[src/rtl/alu_op_sequencer.sv]
// Queues ALU commands in a small FIFO and sequences them one at a time through an external combinational ALU.
// Pop 1 cycle after push into an empty queue, result held 2 cycles after push; in_ready depends only on occupancy, and results stall in HOLD until out_ready.
module alu_op_sequencer #(
  parameter int DEPTH = 4
) (
  input  logic                     clk,
  input  logic                     rst_n,
  input  logic                     in_valid,
  output logic                     in_ready,
  input  logic [3:0]               in_a,
  input  logic [3:0]               in_b,
  input  logic [2:0]               in_s,
  output logic [3:0]               alu_a,
  output logic [3:0]               alu_b,
  output logic [2:0]               alu_s,
  input  logic [7:0]               alu_y,
  output logic                     out_valid,
  input  logic                     out_ready,
  output logic [7:0]               out_y,
  output logic [2:0]               out_s,
  output logic                     out_err,
  output logic [$clog2(DEPTH):0]   cmd_count
);

  localparam int AW = $clog2(DEPTH);
  localparam logic [AW:0] DEPTH_C = DEPTH[AW:0];

  typedef struct packed {
    logic [3:0] a;
    logic [3:0] b;
    logic [2:0] s;
  } cmd_t;

  typedef enum logic [1:0] {
    IDLE = 2'd0,
    EXEC = 2'd1,
    HOLD = 2'd2
  } state_t;

  state_t        state_q, state_d;
  cmd_t          mem [DEPTH];
  cmd_t          head;
  logic [AW-1:0] wptr, rptr;
  logic          push, pop, not_empty, div_zero;

  assign in_ready  = (cmd_count < DEPTH_C);
  assign not_empty = (cmd_count != '0);
  assign push      = in_valid && in_ready;
  assign head      = mem[rptr];
  assign out_valid = (state_q == HOLD);
  assign div_zero  = (alu_s == 3'd5) && (alu_b == 4'd0);

  // Storage needs no reset; occupancy and pointers define what is valid.
  always_ff @(posedge clk) begin
    if (push) begin
      mem[wptr] <= {in_a, in_b, in_s};
    end
  end

  always_ff @(posedge clk or negedge rst_n) begin
    if (!rst_n) begin
      wptr      <= '0;
      rptr      <= '0;
      cmd_count <= '0;
    end else begin
      if (push) wptr <= wptr + 1'b1;
      if (pop)  rptr <= rptr + 1'b1;
      case ({push, pop})
        2'b10:   cmd_count <= cmd_count + 1'b1;
        2'b01:   cmd_count <= cmd_count - 1'b1;
        default: ;
      endcase
    end
  end

  always_ff @(posedge clk or negedge rst_n) begin
    if (!rst_n) begin
      state_q <= IDLE;
    end else begin
      state_q <= state_d;
    end
  end

  // Pop decisions use registered occupancy, so a same-cycle push is never popped.
  always_comb begin
    state_d = state_q;
    pop     = 1'b0;
    case (state_q)
      IDLE: begin
        if (not_empty) begin
          pop     = 1'b1;
          state_d = EXEC;
        end
      end
      EXEC: state_d = HOLD;
      HOLD: begin
        if (out_ready) begin
          if (not_empty) begin
            pop     = 1'b1;
            state_d = EXEC;
          end else begin
            state_d = IDLE;
          end
        end
      end
      default: state_d = IDLE;
    endcase
  end

  always_ff @(posedge clk or negedge rst_n) begin
    if (!rst_n) begin
      alu_a <= '0;
      alu_b <= '0;
      alu_s <= '0;
    end else if (pop) begin
      alu_a <= head.a;
      alu_b <= head.b;
      alu_s <= head.s;
    end
  end

  always_ff @(posedge clk or negedge rst_n) begin
    if (!rst_n) begin
      out_y   <= '0;
      out_s   <= '0;
      out_err <= 1'b0;
    end else if (state_q == EXEC) begin
      out_y   <= div_zero ? 8'h00 : alu_y;
      out_s   <= alu_s;
      out_err <= div_zero;
    end
  end

endmodule

[config.mk]
export PLATFORM = sky130hd
export DESIGN_NAME = alu_op_sequencer
export DESIGN_NICKNAME = d
export VERILOG_FILES = /design/src/rtl/alu_op_sequencer.sv
export SDC_FILE = /design/constraint.sdc
export NUM_CORES = 1
export LEC_CHECK = 0
export CELL_PAD_IN_SITES_DETAIL_PLACEMENT = 0
export CELL_PAD_IN_SITES_GLOBAL_PLACEMENT = 1
export CORE_UTILIZATION = 30
export DETAILED_ROUTE_END_ITERATION = 6
export GPL_TIMING_DRIVEN = 0
export PLACE_DENSITY_LB_ADDON = 0.1
export SYNTH_ARGS = -nofsm -noshare
export SYNTH_HDL_FRONTEND = slang
export SYNTH_SLANG_ARGS = --single-unit
export TNS_END_PERCENT = 1
[constraint.sdc]
create_clock -name clk -period 5 [get_ports clk]
set_input_delay 0.5 -clock clk [delete_from_list [all_inputs] [get_ports clk]]
set_output_delay 0.5 -clock clk [all_outputs]
set_load 0.05 [all_outputs]
### Word level (Yosys, flattened, before mapping)

Memories as Yosys holds them, arrays and structs flattened. A register that Yosys moved wholly into a read port is not among the register bits.
Index checks and enable logic that the tools add are counted.

* bits in registers: 21
* word-level logic and storage cells: 39
* memories: 1
* bits in latches: 0
* RAM bits: 44
* input port bits: 23
* memory bits (read-only): 0

* mux-type cells: 11
* bitwise gates (word level): 0
* reduce and logical (&&, ||, !) cells: 8
* order comparisons: 1
* multipliers: 0
* $add $sub $neg: 4
* shift-type cells: 0
* divide/modulo/power cells: 0
* equal/unequal tests: 7

Memories
* mem: depth 4, width 11, read ports 1, clocked after Yosys merged registers in 1, wr ports 1, RTL line 41 `cmd_t mem [DEPTH];`

Operator list (count)
* 8-bit two-way mux: 1
* 2-bit one-hot mux with 3 select lines: 1
* 3-bit one-hot mux with 2 select lines: 1
* 1-bit two-way mux: 5
* 2-bit by 1-bit adder with 2-bit output, second input constant: 2
* 2-bit by 1-bit equality test with 1-bit output, second input constant: 2
* 2-bit equality test, second input constant: 2
* 4-bit zero test: 1
* 2-bit two-way mux: 2
* 3-bit by 1-bit adder with 3-bit output, second input constant: 1
* 3-bit equality test, second input constant: 1
* 3-bit < comparator, second input constant: 1
* 3-bit nonzero test: 1
* 3-bit by 1-bit subtractor with 3-bit output, second input constant: 1
* 1-bit logical AND: 2
* 2-bit zero test: 1
* 2-bit by 1-bit inequality test with 1-bit output, second input constant: 1
* 2-bit inequality test, second input constant: 1
* 1-bit one-hot mux with 2 select lines: 1
* 2-bit AND reduction: 1
* 2-bit nonzero test: 1
* 1-bit zero test: 1

### Longest topological paths before layout

* depth in word-level cells: 6
* mapped depth: 9
* mapped depth without buffers: 8

### Worst setup path before layout

No wires, ideal clock.

* path kind: reg2reg
* start: register cmd_count[0]
* end: register cmd_count[2]
* stages on the path, launching flop included: 10
* required time: 4.861 ns
* path buffers: 1
* arrival time: 2.192 ns
* library setup time: 0.139 ns
* clock period less this slack: 2.331 ns
* setup slack: 2.669 ns
* path through: dfrtp_1 > nor3_2 > nor3_2 > buf_4 > ha_1 > inv_1 > fa_1 > xor2_1 > nor2_1 > xnor2_1

* longest elaborated chain between the ends: 6
* elaborated cells on any way between the ends: 12

RTL lines
* from (decl): RTL line 22 `output logic [$clog2(DEPTH):0] cmd_count`
* from (signal assigned): RTL line 69 `2'b10: cmd_count <= cmd_count + 1'b1;`
* from (signal assigned): RTL line 70 `2'b01: cmd_count <= cmd_count - 1'b1;`
* 3-bit nonzero test (*): RTL line 47 `assign not_empty = (cmd_count != '0);`
* 1-bit two-way mux (*): RTL line 90, 98
* 1-bit two-way mux: RTL line 97 `if (out_ready) begin`
* 1-bit one-hot mux with 2 select lines (*): RTL line 88 `case (state_q)`
* named net pop: RTL line 44 `logic push, pop, not_empty, div_zero;`
* 2-bit by 1-bit equality test with 1-bit output / 2-bit equality test (equally long branches): RTL line 68 `case ({push, pop})`
* 3-bit one-hot mux with 2 select lines / 2-bit nonzero test (equally long branches)

The timed path passes the listed nets; every way through them passes the cells marked *.
A chain may end at the register's enable or synchronous reset.

### Final worst setup path

* start: input port out_ready
* end: register cmd_count[2]

* longest elaborated chain between the ends: 4
* elaborated cells on any way between the ends: 6

RTL lines
* from (decl): RTL line 18 `input logic out_ready,`
* 1-bit two-way mux (*): RTL line 97
* 1-bit one-hot mux with 2 select lines (*): RTL line 88
* named net pop: RTL line 44
* 2-bit by 1-bit equality test with 1-bit output / 2-bit equality test (equally long branches): RTL line 68
* 3-bit one-hot mux with 2 select lines / 2-bit nonzero test (equally long branches)

Marked as above.

==> results.yml <==
run_status:
  status: "completed"
sta:
  setup_tns_ns: 0
  hold_viol_final: 0
  post-route-min-period_ns: 2.39
  fin_crit_sh: 0.479
  layout_setup_ws_ns: 2.61
  hold_ws_ns: 0.218
  rsz0062_at_grt: "false"
  worstMarginPinSlew_ns: 0.770
  drv_slew: 0
  setup_viol: 0
  skew_ns: 0.0124
  slew_headroom: 0.487
  fmax_mhz: 418
critical_path:
  crit_end: "cmd_count[2]$_DFFE_PN0P_"
  reg2reg_slack_ns: 2.72
  crit_fanout: 10
  worstPathCellList: "clkdlybuf4s50_1 -> nor2b_1 -> nor3_2 -> buf_4 -> ha_1 -> inv_1 -> fa_1 -> xor2_1 -> nor2_1 -> xnor2_1"
  critPathSlowestCell: "clkdlybuf4s50_1"
  reg2reg_from: "state_q[1]$_DFFE_PN0P_"
  path_class: "in2reg"
  r2r_cells: 9
  required_ns: 5.27
  r2r-end: "cmd_count[2]$_DFFE_PN0P_"
  start_kind: "input pin"
  cpPeakStageDelay_ns: 0.48
  cp.arrival_ns: 2.67
  crit_path_start: "out_ready"
  crit_path_end_kind: "flip-flop"
power:
  ir_drop_uv: 257
  power_mw: 2.71
  powerDensity_mw_per_mm2: 699
  p_leak_nw: 1.45
detailed_routing:
  wl_per_cell_um: 15.0
  first_pass_iters: 4
  vias: 1615
  drc: 0
  routed_wirelength_mm: 5.68
  viasPerCell: 4.27
  ant_nets: 0
  drt_iter0_drc: 70
global_routing:
  grt_max_degree: 33
  grt_pass1_vias: 1591
  antenna_found_initial: 0
  track_usage: 0.123
  grt_pass1_wl_mm: 8.85
  grt_overflow: 0
placement:
  port_buffers: 50
  placedCellCount: 362
  place_congestion: 0.651
  place_area_mm2: 0.00366
  place_ws_ns: 2.18
  dp_hpwl_mm: 3.62
cells_and_area:
  final-seq-area_mm2: 0.00212
  instances_no_fill: 378
  area_growth_pct: 29.5
  diodes: 0
  fillers: 947
  utilization: 0.399
  final_common_cell: "clkdlybuf4s50_1"
  multi_input_area_um2: 811
  fin_nets: 269
  layout_common_cells: "49 x clkdlybuf4s50_1, 44 x edfxtp_1, 32 x dfrtp_1"
  stdcell_area_mm2: 0.00388
  drive_above_1_share: 0.184
clock_tree:
  cts.repair.resized: 0
  clk_pin_slew_ns: 0.09
  cts_buffers: 9
  clk_latency_ns: 0.34
  cts_setup_buffers: 0
  ctsHoldBuffers: 0
  cts_buffer_depth: 2
  clockRootBuffer: "clkbuf_8"
  tritoncts: "built"
  htreeDepth: 3
  clock-sinks: 76
synthesis:
  synth.avg_cell_area_um2: 16.7
  synth_top_area_share: 0.441
  syn_area_mm2: 0.00300
  synth-compound-area-share: 0.0167
  synthSimpleGateAreaFrac: 0.0764
  yosys.area.top_type: "edfxtp_1"
  synth_top_family_by_area: "multiplexers"
  synth_xor_area_frac: 0.0175
  ys_seq_area_frac: 0.708
  synth_nets: 208
  synthMuxAreaShare: 0.132
  netlist_instances: 179
  yosysUniqueCellTypes: 27
  ys_ff_latch: 76
  synth_area_leaders: "edfxtp_1 44%, dfrtp_1 27%, mux4_2 7.5%"
  ys_warn_count: 0
  synthAdderAreaFrac: 0.0276
die:
  boundaryPins: 51
  rows: 36
  start_util: 0.308
  die_w_um: 102
  die_h_um: 102
  core_area_mm2: 0.00973
  die-area_mm2: 0.0104
job:
  max_cap_viol_count: 0
worst_hold_path:
  worstHoldPathType: "in2async"
cells by family (layout without fill, tap and decap cells):
| group | count (synthesis) | count (layout) |
|---|---|---|
| AO/OA/AOI/OAI | 10 | 10 |
| XOR/XNOR | 6 | 6 |
| adder cells (fa/ha/maj) | 6 | 6 |
| buffers and inverters | 13 | 79 |
| flip-flops | 76 | 76 |
| multiplexers | 24 | 24 |
| AND/OR/NAND/NOR | 44 | 44 |
synthesized netlist by cell type:
master	number
nand2b_1	2
nor2b_1	4
buf_4	1
nor2_1	1
edfxtp_1	44
and2_1	4
mux4_1	1
nor4b_1	1
nand2_1	27
o21ai_0	10
mux4_2	10
mux2_1	1
fa_1	1
clkbuf_1	2
inv_1	7
mux2i_1	1
mux2_2	11
nor3_2	2
ha_1	5
buf_6	1
xor2_1	3
dfrtp_1	32
or4_4	1
buf_2	2
xnor2_1	3
nor3_1	1
nor3_4	1
area by class of cell:
cell class | instances | share of cell area
Buffer | 6 | 0.00935
Clock buffer | 9 | 0.0319
Clock inverter | 7 | 0.0252
Inverter | 7 | 0.00677
Multi-Input combinational cell | 90 | 0.209
Sequential cell | 76 | 0.547
Tap cell | 133 | 0.0429
Timing Repair Buffer | 50 | 0.128
registers in the layout, indices dropped and copies added (netlist names):
signal and cells:
mem 44, out_y 8, alu_a 4, alu_b 4, alu_s 3, cmd_count 3
out_s 3, rptr 2, state_q 2, wptr 2, out_err 1
how the worst min path moves through the flow:
| stage | startpoint | to |
|---|---|---|
| floorplan | rst_n | alu_a[0]$_DFFE_PN0P_ |
| global placement | out_s[0]$_DFFE_PN0N_ | out_s[0]$_DFFE_PN0N_ |
| detailed placement | out_s[0]$_DFFE_PN0N_ | out_s[0]$_DFFE_PN0N_ |
| CTS | rst_n | alu_b[1]$_DFFE_PN0P_ |
| global route | rst_n | alu_b[1]$_DFFE_PN0P_ |
| finish | rst_n | alu_b[1]$_DFFE_PN0P_ |
power by group:
group	leakage, nW	internal, mW	total [mW]	switching (mW)
registers	0.784	0.854	0.968	0.114
logic	0.558	0.490	1.22	0.735
clock network	0.108	0.284	0.520	0.236
total	1.45	1.63	2.71	1.08
per-layer routing:
metal / wire [µm] / share of wire / up-vias / GRT usage
li1: - / - / 770 / -
met1: 2710 / 0.48 / 804 / 0.158
met2: 2710 / 0.48 / 35 / 0.191
met3: 189 / 0.033 / 6 / 0.0356
met4: 80 / 0.014 / 0 / 0.0593
met5: 0 / 0 / - / 0
critical path: cells and delay by family:
kind                       cells  cell delay [ns]
xor gates and xnor gates       2             0.27
adders and majority gates      2             0.58
buffers and inverters          3             0.83
and+or+nand+nor                3             0.49
(Power assumes the default switching activity.)
